### config.mk
export PLATFORM = sky130hd
export DESIGN_NAME = comb_decimator
export DESIGN_NICKNAME = d
export VERILOG_FILES = /design/src/rtl/comb_decimator_pkg.sv /design/src/rtl/comb_decimator_stage.sv /design/src/rtl/comb_decimator.sv
export SDC_FILE = /design/constraint.sdc
export NUM_CORES = 1
export LEC_CHECK = 0
export ABC_AREA = 1
export CAP_MARGIN = 20
export CORE_MARGIN = 3
export CORE_UTILIZATION = 56
export DETAILED_ROUTE_END_ITERATION = 10
export HOLD_SLACK_MARGIN = 0.02
export PLACE_DENSITY = 0.82
export SLEW_MARGIN = 15
export SYNTH_ARGS = -nofsm -noshare
export SYNTH_HDL_FRONTEND = slang
export SYNTH_SLANG_ARGS = --single-unit
### constraint.sdc
create_clock -name clk -period 2.7 [get_ports clk]
set_clock_uncertainty 0.15 [all_clocks]
set_input_delay 0.405 -clock clk [delete_from_list [all_inputs] [get_ports clk]]
set_output_delay 0.405 -clock clk [all_outputs]
set_load 0.03 [all_outputs]
### src/rtl/comb_decimator_pkg.sv
// comb_decimator_pkg: shared widths, limits and sizing helpers for the CIC comb decimator.
package comb_decimator_pkg;
    localparam int n_default = 8;
    localparam int m_default = 9;
    localparam int r_max = 256;
    localparam int s_max = 8;

    function automatic int ctr_width(input int r);
        return (r > 1) ? $clog2(r) : 1;
    endfunction

    function automatic bit cfg_ok(input int n, input int m, input int r, input int s);
        return (m >= n) && (r >= 1) && (r <= r_max) && (s >= 1) && (s <= s_max);
    endfunction
endpackage

### src/rtl/comb_decimator_stage.sv
// comb_stage: one first-difference stage, y = x - previous x, registered on each input strobe.
module comb_stage #(
    parameter int m = 9
) (
    input  logic         clk,
    input  logic         clr_n,
    input  logic [m-1:0] x,
    input  logic         x_valid,
    output logic [m-1:0] y,
    output logic         y_valid
);
    logic [m-1:0] d;

    always_ff @(posedge clk or negedge clr_n) begin
        if (!clr_n) begin
            d       <= '0;
            y       <= '0;
            y_valid <= 1'b0;
        end else begin
            y_valid <= x_valid;
            if (x_valid) begin
                y <= x - d;
                d <= x;
            end
        end
    end
endmodule

### src/rtl/comb_decimator.sv
// comb_decimator: keeps every r-th valid sample, sign-extends it to m bits and
// runs it through s cascaded comb stages (modulo 2^m, matching the integrator wrap).
module comb_decimator
    import comb_decimator_pkg::*;
#(
    parameter int n = n_default,
    parameter int m = m_default,
    parameter int r = 1,
    parameter int s = 1
) (
    input  logic         clk,
    input  logic         clr_n,
    input  logic [n-1:0] in,
    input  logic         in_valid,
    output logic [m-1:0] out,
    output logic         out_valid
);
    localparam int cw = ctr_width(r);
    localparam logic [cw-1:0] last = cw'(r - 1);

    if (!cfg_ok(n, m, r, s)) begin : g_cfg_err
        $error("comb_decimator: need m >= n, 1 <= r <= 256, 1 <= s <= 8");
    end

    logic [cw-1:0] cnt;
    logic          keep;
    logic [m-1:0]  xs [s+1];
    logic          vs [s+1];

    assign keep = in_valid && (cnt == last);

    always_ff @(posedge clk or negedge clr_n) begin
        if (!clr_n) begin
            cnt   <= '0;
            xs[0] <= '0;
            vs[0] <= 1'b0;
        end else begin
            vs[0] <= keep;
            if (in_valid) cnt <= keep ? '0 : cnt + 1'b1;
            if (keep) xs[0] <= m'($signed(in));
        end
    end

    for (genvar k = 0; k < s; k++) begin : g_stage
        comb_stage #(.m(m)) u_stage (
            .clk     (clk),
            .clr_n   (clr_n),
            .x       (xs[k]),
            .x_valid (vs[k]),
            .y       (xs[k+1]),
            .y_valid (vs[k+1])
        );
    end

    assign out       = xs[s];
    assign out_valid = vs[s];
endmodule

# ---- Word-level counts from Yosys, hierarchy flattened
# Index checks and enable logic that the tools add are counted.
dict set report word_totals {
  reg_bits 28
  inputBits 11
  output_inout_bits 10
  wordCells 11
}
dict set report op_classes {
  addsub 2
  mux 1
  bitwise_logic 1
  n_reduce_logical 1
}
# op n
set op_table {}
lappend op_table {{$sub 8x8->9} 1}
lappend op_table {{$add 1x1->1 const B} 1}
lappend op_table {{$logic_and 1x1->1} 1}
lappend op_table {{$mux 1} 1}
lappend op_table {{$not 1->1} 1}

# ---- Longest topological paths before layout
dict set report logic_depth {
  word_depth 3
  mapped_depth 11
  mapped_depth_nobuf 11
}

# ---- Modules after synthesis
# From an unflattened synthesis, not the netlist that was laid out.
dict set report hier_totals {
  hier_cells 182
  hier_area_um2 1496.4
}
# module instances cells_per_inst area_per_inst_um2 seq_area_each_um2
set modules_own_cells {}
lappend modules_own_cells {comb_stage 1 143 1101.1 475.5}
lappend modules_own_cells {comb_decimator 1 39 395.4 250.2}

# ---- Worst setup path after synthesis
# Ideal clock, no wire load.
dict set report synth_path {
  path_kind {register -> register}
  from {register g_stage[0].u_stage.d[0]}
  to {register, netlist name g_stage[0].u_stage.y[8]}
  setup_ns 0.117
  arrival_time_ns 1.412
  required_time_ns 2.433
  path_slack_ns 1.021
  stages_incl_launch_ff 11
  path_buffers 0
  synth_period_minus_slack_ns 1.679
  cell_sequence {dfrtp_1 -> ha_1 -> fa_1 -> inv_1 -> nand2_1 -> nand2_1 -> nand3_1 -> nand2_1 -> nand2_1 -> nand3_1 -> nand2_1}
}
dict set report synth_between {
  elab_chain_len 1
}
# item line
set synth_rtl {}
lappend synth_rtl {{from (decl)} comb_decimator_stage.sv:12} ;# logic [m-1:0] d;
lappend synth_rtl {{from (signal assigned)} comb_decimator_stage.sv:16} ;# d <= '0;
lappend synth_rtl {{from (signal assigned)} comb_decimator_stage.sv:23} ;# d <= x;
lappend synth_rtl {{$sub 8x8->9} comb_decimator_stage.sv:22} ;# y <= x - d;
# No other way between the ends.
# A chain may end at the register's enable or synchronous reset.

# ---- Worst setup path after layout
dict set report layout_path {
  from {register, netlist name g_stage[0].u_stage.y[2]}
  to {output out[2]}
}
# item line
set layout_rtl {}
lappend layout_rtl {{to (decl)} comb_decimator.sv:15} ;# output logic [m-1:0] out,
# No word-level cell between the ends.

==> parameters.txt <==
Parameter                              Value

Synthesis
  Avg Inst Size Synth    8.20 um2
  Sequential area share after synthesis    0.491
  Post-synthesis instance area    1430 um2
  Flip-flop and latch count after synthesis    28
  Count of cell types in the netlist    19
  Cells after Synth    174
  Net Count, Synth    194
  Yosys warnings    0

CTS
  Buffer levels on the longest clock path    2
  Setup bufs post-CTS    0
  Clock transition at the register clock pins on the worst setup and hold paths after CTS    0.14 ns
  CTS tree    built
  Count of hold-fix buffers inserted at cts    0
  # clock sinks    28
  Worst skew pair latency    0.32 ns
  Root Driver    clkbuf_4
  Quantity of gates resized following cts    0
  Number of buffers created by CTS    3
  H-Tree Level Count    1

Placement
  Global placer's final weighted congestion    0.874
  Number of placed cells counting well taps    219
  Port Buf Inserts    20
  Half-perimeter wire length of the detailed placement result    1850 um

STA
  Pins over their slew limit    0
  WHS    0.285 ns
  Final min period    1.94 ns
  Number of setup violations in the final report    0
  Relative max-transition margin    0.608
  Final setup TNS    0 ns
  Setup repair after global routing missed its margin    false
  Final Cycle Share    0.718
  Fmax achieved    516 MHz
  Final hold violation count    0
  Slew at the pin closest to its max-slew limit    0.588 ns

Layout
  Diodes inserted    0
  Share of post-route cells with drive strength above 1    0.0464
  Area growth from synthesis to layout    15.5%
  Final net count    216
  Most common cell after layout, fill and taps aside    nand2_1
  Final instance count without filler cells    222
  Most frequent cells in the layout    nand2_1, dfrtp_1, inv_1

Die
  Horiz. Die Dim    56.5 um
  IO Count    21
  Core area    2320 um2
  Die Height    56.5 um
  Die ar.    3190 um2
  Starting utilization of the core area    0.616
  Row count    17

Detailed routing
  Aggregate routed wire length    2430 um
  Detailed router's first-iteration violation count    22
  Antenna Violating Nets Remaining    0
  Number of optimization iterations in the first detailed-route pass    4
  Routed wire per std cell    11.0 um
  Via count    1124
  DRC    0
  Vias per std cell    5.06

Critical path
  Worst reg-to-reg path cell count    10
  Arrival time at the worst endpoint    1.38 ns
  Endpoint required time on the critical path    2.14 ns
  Peak fanout along the critical path    2
  Category of the worst setup path launch point    register
  Crit-path max cell delay    0.67 ns
  Type of element capturing the critical path    primary output
  Highest-delay cell along the critical path    clkdlybuf4s50_1
  Worst setup path class    register to primary output
  Reg-to-Reg Start    g_stage[0].u_stage.d[0]
  Bufs and invs on worst path    1
  Kind of cell with the highest combined delay on the critical path    buffers and inverters
  Reg-to-Reg End    g_stage[0].u_stage.y[6]
  Cell-by-cell listing of the critical path    clkdlybuf4s50_1
  Slack of the worst reg-to-reg path    0.82 ns

Run
  Number of maximum-capacitance violations    0

Global routing
  Gr usage total    0.173
  Wire length of the first global-routing pass    4370 um
  Overflow after GRT    0
  Number of global-route vias before repair    1036
  Antenna violations before repair    0
  Maximum number of pins on one net before global-route repair    29

Power and ir drop
  Power Density    675 nW/um2
  Total chip power    0.00111 W
  Leak Pwr    0.873 nW
  Maximum resistive drop on vdd    0.401 mV

Min path
  Worst hold path type    input pin to asynchronous set/reset pin

Run status
  Run status    completed
==> cell type report <==
| type | count | area [um2] |
|---|---|---|
| clock buffer | 3 | 22.5 |
| timing repair buffer | 21 | 208 |
| inverter | 25 | 93.8 |
| tap | 28 | 35.0 |
| multi-input combinational | 117 | 589 |
| fill | 190 | 669 |
| sequential | 28 | 701 |
==> cell usage after synthesis <==
library cell / count / area [um2]
nand2_2: 2 / 12.5
nand3b_1: 2 / 15.0
nand2_1: 67 / 251
nand3_1: 10 / 50.1
buf_6: 1 / 11.3
clkbuf_8: 2 / 27.5
xor2_1: 2 / 17.5
a21oi_1: 2 / 10.0
o21ai_1: 4 / 20.0
nor2_1: 6 / 22.5
inv_1: 23 / 86.3
buf_2: 1 / 5.00
ha_1: 8 / 100
or2_1: 1 / 6.26
inv_2: 2 / 7.51
o21ai_0: 11 / 55.1
dfrtp_1: 28 / 701
fa_1: 1 / 20.0
or2_4: 1 / 8.76
==> layer usage <==
| metal | track usage | vias to the layer above | part of all wire |
|---|---|---|---|
| met5 | 0 | - | 0 |
| met4 | 0.0712 | 0 | 0.019 |
| met3 | 0.0368 | 5 | 0.052 |
| met2 | 0.312 | 26 | 0.49 |
| met1 | 0.194 | 514 | 0.44 |
| li1 | - | 579 | - |
==> flip-flops by register name (all words and copies together) (netlist names) <==
| register | flops |
|---|---|
| g_stage.u_stage.y | 9 |
| cnt | 1 |
| g_stage.u_stage.d | 8 |
| g_stage.u_stage.y_valid | 1 |
| vs | 1 |
| xs | 8 |
==> metrics by stage <==
stage | setup WS, ns | cell area [um2] | util
2_1_floorplan | 1.02 | 1430 | -
3_3_place_gp | 0.947 | 1630 | 0.702
3_5_place_dp | 0.841 | 1630 | 0.702
4_1_cts | 0.743 | 1650 | 0.711
5_1_grt | 0.633 | 1650 | 0.711
6_report | 0.761 | 1650 | 0.711
==> cells by family after synthesis <==
| family | Yosys count | share of synthesized area |
|---|---|---|
| adder cells (fa/ha/maj) | 9 | 0.0841 |
| AND/OR/NAND/NOR | 89 | 0.257 |
| buffers and inverters | 29 | 0.0964 |
| flip-flops | 28 | 0.491 |
| XOR/XNOR | 2 | 0.0123 |
| AO/OA/AOI/OAI | 17 | 0.0596 |
==> power by group <==
group          switching [W]  leakage [nW]  internal (W)
clock               0.000113        0.0138     0.0000524
combinational       0.000251         0.515      0.000176
sequential         0.0000368         0.344      0.000484
==> worst max-delay path by stage <==
stage | depth (start not counted) | slack [ns] | startpoint | to
after floorplan | 10 | 1.02 | g_stage[0].u_stage.d[0] | g_stage[0].u_stage.y[8]
after global placement | 10 | 0.95 | g_stage[0].u_stage.d[0] | g_stage[0].u_stage.y[8]
after detailed placement | 10 | 0.84 | g_stage[0].u_stage.d[0] | g_stage[0].u_stage.y[6]
after CTS | 1 | 0.74 | g_stage[0].u_stage.y[2] | out[2]
after global routing | 10 | 0.63 | g_stage[0].u_stage.d[0] | g_stage[0].u_stage.y[6]
final | 1 | 0.76 | g_stage[0].u_stage.y[2] | out[2]
Power figures use the tool's default switching activity.
